<file path="src/rtl/cpu_boot_ctrl.sv">
// Boot/run controller: streams a loader image into the Cpu RAM while the Cpu is held in reset,
// holds reset for RESET_HOLD cycles, then supervises the run until halt or cycle-limit timeout.
module cpu_boot_ctrl #(
    parameter int ADDR_W     = 8,
    parameter int DATA_W     = 16,
    parameter int RESET_HOLD = 10,
    parameter int RUN_LIMIT  = 100,
    parameter int CNT_W      = 32
) (
    input  logic              clk_i,
    input  logic              rst_i,
    input  logic              start_i,
    input  logic              load_valid_i,
    output logic              load_ready_o,
    input  logic [DATA_W-1:0] load_data_i,
    input  logic              load_last_i,
    output logic              mem_we_o,
    output logic [ADDR_W-1:0] mem_addr_o,
    output logic [DATA_W-1:0] mem_wdata_o,
    output logic              cpu_rst_o,
    input  logic              cpu_halt_i,
    output logic [2:0]        state_o,
    output logic              done_o,
    output logic              timeout_o,
    output logic              overflow_o,
    output logic [ADDR_W:0]   words_loaded_o,
    output logic [CNT_W-1:0]  cycle_count_o
);

    localparam int HOLD_W = (RESET_HOLD > 1) ? $clog2(RESET_HOLD) : 1;

    localparam logic [2:0] S_IDLE = 3'd0;
    localparam logic [2:0] S_LOAD = 3'd1;
    localparam logic [2:0] S_HOLD = 3'd2;
    localparam logic [2:0] S_RUN  = 3'd3;
    localparam logic [2:0] S_DONE = 3'd4;

    localparam logic [ADDR_W-1:0] PTR_ONE   = ADDR_W'(1);
    localparam logic [ADDR_W-1:0] PTR_LAST  = {ADDR_W{1'b1}};
    localparam logic [ADDR_W:0]   WL_ONE    = (ADDR_W+1)'(1);
    localparam logic [HOLD_W-1:0] HOLD_ONE  = HOLD_W'(1);
    localparam logic [HOLD_W-1:0] HOLD_END  = HOLD_W'(RESET_HOLD - 1);
    localparam logic [CNT_W-1:0]  CNT_ONE   = CNT_W'(1);
    localparam logic [CNT_W-1:0]  CNT_MAX   = {CNT_W{1'b1}};
    localparam logic [CNT_W-1:0]  LIMIT_END = CNT_W'(RUN_LIMIT - 1);

    logic [2:0]        state_q, state_d;
    logic              cpu_rst_q, cpu_rst_d;
    logic              mem_we_q, mem_we_d;
    logic [ADDR_W-1:0] mem_addr_q, mem_addr_d;
    logic [DATA_W-1:0] mem_wdata_q, mem_wdata_d;
    logic              done_q, done_d;
    logic              timeout_q, timeout_d;
    logic              overflow_q, overflow_d;
    logic [ADDR_W:0]   words_loaded_q, words_loaded_d;
    logic [CNT_W-1:0]  cycle_count_q, cycle_count_d;
    logic [ADDR_W-1:0] ptr_q, ptr_d;
    logic [HOLD_W-1:0] hold_cnt_q, hold_cnt_d;

    logic handshake;
    logic ptr_at_end;
    logic hold_end;
    logic limit_hit;

    assign handshake  = load_valid_i && (state_q == S_LOAD);
    assign ptr_at_end = (ptr_q == PTR_LAST);
    assign hold_end   = (hold_cnt_q == HOLD_END);
    assign limit_hit  = (RUN_LIMIT != 0) && (cycle_count_q == LIMIT_END);

    // State register
    always_ff @(posedge clk_i or posedge rst_i) begin
        if (rst_i) begin
            state_q <= S_IDLE;
        end else begin
            state_q <= state_d;
        end
    end

    // Next-state logic
    always_comb begin
        state_d = state_q;
        case (state_q)
            S_IDLE: if (start_i) state_d = S_LOAD;
            S_LOAD: if (handshake && (load_last_i || ptr_at_end)) state_d = S_HOLD;
            S_HOLD: if (hold_end) state_d = S_RUN;
            S_RUN:  if (cpu_halt_i || limit_hit) state_d = S_DONE;
            S_DONE: if (start_i) state_d = S_LOAD;
            default: state_d = S_IDLE;
        endcase
    end

    // Output / datapath next values; every output is registered from these
    always_comb begin
        cpu_rst_d      = (state_d != S_RUN);
        mem_we_d       = 1'b0;
        mem_addr_d     = mem_addr_q;
        mem_wdata_d    = mem_wdata_q;
        done_d         = done_q;
        timeout_d      = timeout_q;
        overflow_d     = overflow_q;
        words_loaded_d = words_loaded_q;
        cycle_count_d  = cycle_count_q;
        ptr_d          = ptr_q;
        hold_cnt_d     = '0;
        case (state_q)
            S_IDLE, S_DONE: begin
                if (state_q == S_IDLE || start_i) begin
                    done_d         = 1'b0;
                    timeout_d      = 1'b0;
                    overflow_d     = 1'b0;
                    words_loaded_d = '0;
                    cycle_count_d  = '0;
                    ptr_d          = '0;
                end
            end
            S_LOAD: begin
                if (handshake) begin
                    mem_we_d       = 1'b1;
                    mem_addr_d     = ptr_q;
                    mem_wdata_d    = load_data_i;
                    words_loaded_d = words_loaded_q + WL_ONE;
                    // The pointer parks on the last address instead of wrapping
                    if (!ptr_at_end) ptr_d = ptr_q + PTR_ONE;
                    if (ptr_at_end && !load_last_i) overflow_d = 1'b1;
                end
            end
            S_HOLD: begin
                hold_cnt_d = hold_cnt_q + HOLD_ONE;
            end
            S_RUN: begin
                if (cycle_count_q != CNT_MAX) cycle_count_d = cycle_count_q + CNT_ONE;
                if (cpu_halt_i) begin
                    done_d = 1'b1;
                end else if (limit_hit) begin
                    timeout_d = 1'b1;
                end
            end
            default: begin
                cpu_rst_d = 1'b1;
            end
        endcase
    end

    always_ff @(posedge clk_i or posedge rst_i) begin
        if (rst_i) begin
            cpu_rst_q      <= 1'b1;
            mem_we_q       <= 1'b0;
            mem_addr_q     <= '0;
            mem_wdata_q    <= '0;
            done_q         <= 1'b0;
            timeout_q      <= 1'b0;
            overflow_q     <= 1'b0;
            words_loaded_q <= '0;
            cycle_count_q  <= '0;
            ptr_q          <= '0;
            hold_cnt_q     <= '0;
        end else begin
            cpu_rst_q      <= cpu_rst_d;
            mem_we_q       <= mem_we_d;
            mem_addr_q     <= mem_addr_d;
            mem_wdata_q    <= mem_wdata_d;
            done_q         <= done_d;
            timeout_q      <= timeout_d;
            overflow_q     <= overflow_d;
            words_loaded_q <= words_loaded_d;
            cycle_count_q  <= cycle_count_d;
            ptr_q          <= ptr_d;
            hold_cnt_q     <= hold_cnt_d;
        end
    end

    assign load_ready_o   = (state_q == S_LOAD);
    assign state_o        = state_q;
    assign cpu_rst_o      = cpu_rst_q;
    assign mem_we_o       = mem_we_q;
    assign mem_addr_o     = mem_addr_q;
    assign mem_wdata_o    = mem_wdata_q;
    assign done_o         = done_q;
    assign timeout_o      = timeout_q;
    assign overflow_o     = overflow_q;
    assign words_loaded_o = words_loaded_q;
    assign cycle_count_o  = cycle_count_q;

endmodule

</file>
<file path="config.mk">
export PLATFORM = sky130hd
export DESIGN_NAME = cpu_boot_ctrl
export DESIGN_NICKNAME = d
export VERILOG_FILES = /design/src/rtl/cpu_boot_ctrl.sv
export SDC_FILE = /design/constraint.sdc
export NUM_CORES = 1
export LEC_CHECK = 0
export BUFFER_PORTS_ARGS = -buffer_cell sky130_fd_sc_hd__buf_2
export CAP_MARGIN = 20
export CORE_ASPECT_RATIO = 1.4
export CORE_MARGIN = 2
export CORE_UTILIZATION = 52
export CTS_CLUSTER_DIAMETER = 80
export DETAILED_ROUTE_END_ITERATION = 10
export PLACE_DENSITY = 0.78
export RECOVER_POWER = 25
export SLEW_MARGIN = 30
export SYNTH_ARGS = -nofsm -noshare
export SYNTH_HDL_FRONTEND = slang
export SYNTH_SLANG_ARGS = --single-unit
</file>
<file path="constraint.sdc">
create_clock -name clk_i -period 5.25 [get_ports clk_i]
set_input_delay 1.05 -clock clk_i [delete_from_list [all_inputs] [get_ports clk_i]]
set_output_delay 1.05 -clock clk_i [all_outputs]
set_load 0.05 [all_outputs]
</file>
==> flow_metrics.py <==
metrics = {
    "clocking": {
        "cts_hold_buffers": 0,
        "cts_sinks": 85,
        "cts-resized-gates": 0,
        "path_clk_slew_ns": 0.06,
        "postCtsSetupBuffers": 0,
        "cts.path.max_buffers": 2,
        "h-tree-depth": 3,
        "numCtsBuffers": 9,
        "clk_latency_ns": 0.35,
        "cts_tree": "built",
        "cts-root-buf": "clkbuf_16",
    },
    "place": {
        "post_dp_cell_area_um2": 4770,
        "port-buffer-count": 95,
        "gp_congestion": 0.888,
        "dp_hpwl_mm": 7.40,
        "dpl_worst_slack_ns": 2.24,
        "dp.cells": 640,
    },
    "synthesis": {
        "synthMuxAreaShare_pct": 0.968,
        "yosysWarnings": 0,
        "synth_xor_area_share_pct": 3.08,
        "synthCells": 463,
        "synthAdderAreaFrac_pct": 1.47,
        "synth_top_family_by_area": "simple AND/OR/NAND/NOR gates",
        "yosys.area_share.simple_pct": 29.3,
        "synth_fp_nets": 490,
        "synth_seq_cells": 85,
        "yosys.cell_types.count": 57,
        "synth_area_um2": 4270,
        "yosysSeqAreaShare_pct": 49.9,
        "synth-main-ff-cell": "dfrtp_1",
        "avgSynthCellArea_um2": 9.22,
        "synth-edff-count": 0,
        "synth-compound-area-share_pct": 11.6,
        "synth-async-reset-ratio_pct": 100,
    },
    "pwr": {
        "p_per_area_nw_per_um2": 448,
        "p_total_mw": 2.26,
        "p_leak_nw": 2.42,
        "ir_drop_mv": 0.393,
    },
    "sta": {
        "final.setup_skew_ns": 0.00686,
        "hold_slack_ns": 0.475,
        "setup_viol": 0,
        "worstMarginPinSlew_ns": 1.72,
        "fin_ws_ns": 2.22,
        "fmax_mhz": 330,
        "drv_slew": 74,
        "period_share_pct": 57.7,
        "fin_setup_tns_ns": 0,
        "rsz0062_at_grt": "false",
        "hold_viol": 0,
        "period_needed_ns": 3.03,
        "relSlewSlack_pct": -14.7,
    },
    "setup_path": {
        "critPathMostFrequentCell": "clkbuf_1",
        "cp-start-kind": "primary input",
        "rrSetupSlack_ns": 2.46,
        "r2r_start": "state_o[1]",
        "worstPathArrival_ns": 3.26,
        "ff2ff_path_depth": 5,
        "path_class": "in -> reg",
        "crit_slowest_cell": "clkbuf_1",
        "crit_chain": "clkbuf_1, nand2b_1, and2_1, clkbuf_1, nor2_1, mux2_2",
        "worstReg2RegEnd": "ptr_q[0]",
        "worstPathMaxFanout": 37,
        "max_stage_delay_ns": 1.24,
        "required_ns": 5.48,
        "cp-end-kind": "register",
    },
    "floorplanning": {
        "initial_utilization_pct": 53.0,
        "die_area_um2": 8960,
        "placeableCoreArea_um2": 8050,
        "fp-row-count": 39,
        "die_h_um": 111,
        "io-pin-count": 96,
        "die_w_um": 80.6,
    },
    "grt": {
        "grt_max_degree": 52,
        "grtUsageTotal_pct": 25.1,
        "grt.overflow.total": 0,
        "grt_pass1_wl_mm": 17.6,
        "grt_pass1_vias": 3736,
        "antenna_found_initial": 0,
    },
    "final_layout": {
        "finalNonFillerCells": 656,
        "drive_above_1_share_pct": 21.8,
        "stdcell_area_um2": 5050,
        "syn2layout_area_growth_pct": 18.5,
        "utilization_pct": 62.8,
        "num-fill-cells": 711,
        "nNetsFinal": 576,
        "diodes": 0,
    },
    "route": {
        "drt_wl_total_mm": 10.7,
        "vias": 3877,
        "drtIter0Drc": 256,
        "drc": 0,
        "ant_nets": 0,
        "firstDrtPassIters": 4,
        "wl_per_cell_um": 16.2,
        "via_per_inst": 5.91,
    },
    "flow_run": {
        "maxCapViolCount": 2,
    },
    "min_path": {
        "hold_start": "mem_addr_o[1]",
        "holdPathEnd": "mem_addr_o[1]",
        "hold_depth": 2,
        "hp-class": "reg -> reg",
    },
    "run_status": {
        "status": "finished, violations left",
        "violations": "max-capacitance violations, max-slew violations",
    },
}
## report_power, final
part	internal, mW	switching [mW]
registers	0.752	0.0887
clock network	0.370	0.274
logic	0.161	0.616
## worst max-delay path by stage
stage / startpoint / endpoint / slack, ns / cells after the start
finish: start_i / ptr_q[0] / 2.22 / 6
global route: start_i / ptr_q[0] / 2.02 / 6
CTS: state_o[1] / load_ready_o / 2.43 / 3
detailed placement: load_valid_i / words_loaded_o[8] / 2.24 / 8
global placement: load_valid_i / words_loaded_o[8] / 2.39 / 8
floorplan: rst_i / cycle_count_o[0] / 2.01 / 1
## cell usage in the layout (no fill, tap or decap), drive strengths merged, types with 3 or more instances in the layout
cell | Yosys | routed
or4 | 12 | 12
a211oi | 3 | 3
xnor2 | 8 | 8
and3 | 7 | 7
mux2i | 3 | 3
inv | 8 | 8
xor2 | 7 | 7
a21oi | 22 | 22
clkinvlp | 0 | 4
o211ai | 3 | 3
clkbuf | 14 | 16
nor3b | 3 | 3
nor2 | 31 | 31
o21ai | 19 | 19
nand4 | 13 | 13
nand2b | 3 | 3
nand2 | 109 | 109
buf | 9 | 91
and2 | 4 | 4
nor3 | 6 | 6
and4 | 8 | 8
nand3 | 20 | 20
or3 | 12 | 12
nor4 | 10 | 10
o41ai | 3 | 3
dfrtp | 84 | 84
a31oi | 4 | 4
o31ai | 13 | 13
o311ai | 3 | 3
ha | 5 | 5
## flip-flops by register name (all words and copies together), names as in the netlist
signal / count
timeout_o: 1
state_o: 3
mem_we_o: 1
mem_addr_o: 8
mem_wdata_o: 16
ptr_q: 8
overflow_o: 1
done_o: 1
cycle_count_o: 32
words_loaded_o: 9
hold_cnt_q: 4
cpu_rst_o: 1
## critical path: cells and delay by family
kind	cells	cell delay (ns)
AND/OR/NAND/NOR	3	0.51
multiplexers	1	0.35
buffers and inverters	2	1.34
## cells in the mapped netlist, drive strengths merged, types with 4 or more instances
master  number  area, um^2
nand2      109         409
or3         12        75.1
o21ai       19        95.1
or4         12        93.8
nand3       20         100
nor4        10        62.6
clkbuf      14        62.6
dfrtp       84        2100
and4         8        75.1
inv          8        30.0
xnor2        8        70.1
and2         4        25.0
xor2         7        61.3
nand4       13        81.3
nor3         6        41.3
a31oi        4        31.3
o31ai       13        97.6
and3         7        43.8
buf          9        65.1
nor2        31         116
ha           5        62.6
a21oi       22         110
## per-layer routing
metal / global-route usage (%) / routed length [um]
met4: 12.2 / 291
met5: 0 / 0
met1: 31.6 / 4250
met2: 41.6 / 5470
met3: 3.66 / 638
## cell type report
type | count | area [um^2] | share of cell area, %
clock inverters | 7 | 75.1 | 1.49
multi-input cells | 347 | 1980 | 39.2
repair buffers | 98 | 487 | 9.63
well taps | 102 | 128 | 2.52
clock buffers | 9 | 225 | 4.46
flip-flops and latches | 85 | 2130 | 42.1
inverters | 8 | 31.3 | 0.619
## logic make-up (layout without fill, tap and decap cells)
logic type      Yosys count  after routing
compound gates           77             77
buf+inv                  31            122
flops                    85             85
fa+ha+maj                 5              5
simple gates            246            246
mux                       4              4
xor+xnor                 15             15
Power figures use the tool's default switching activity.
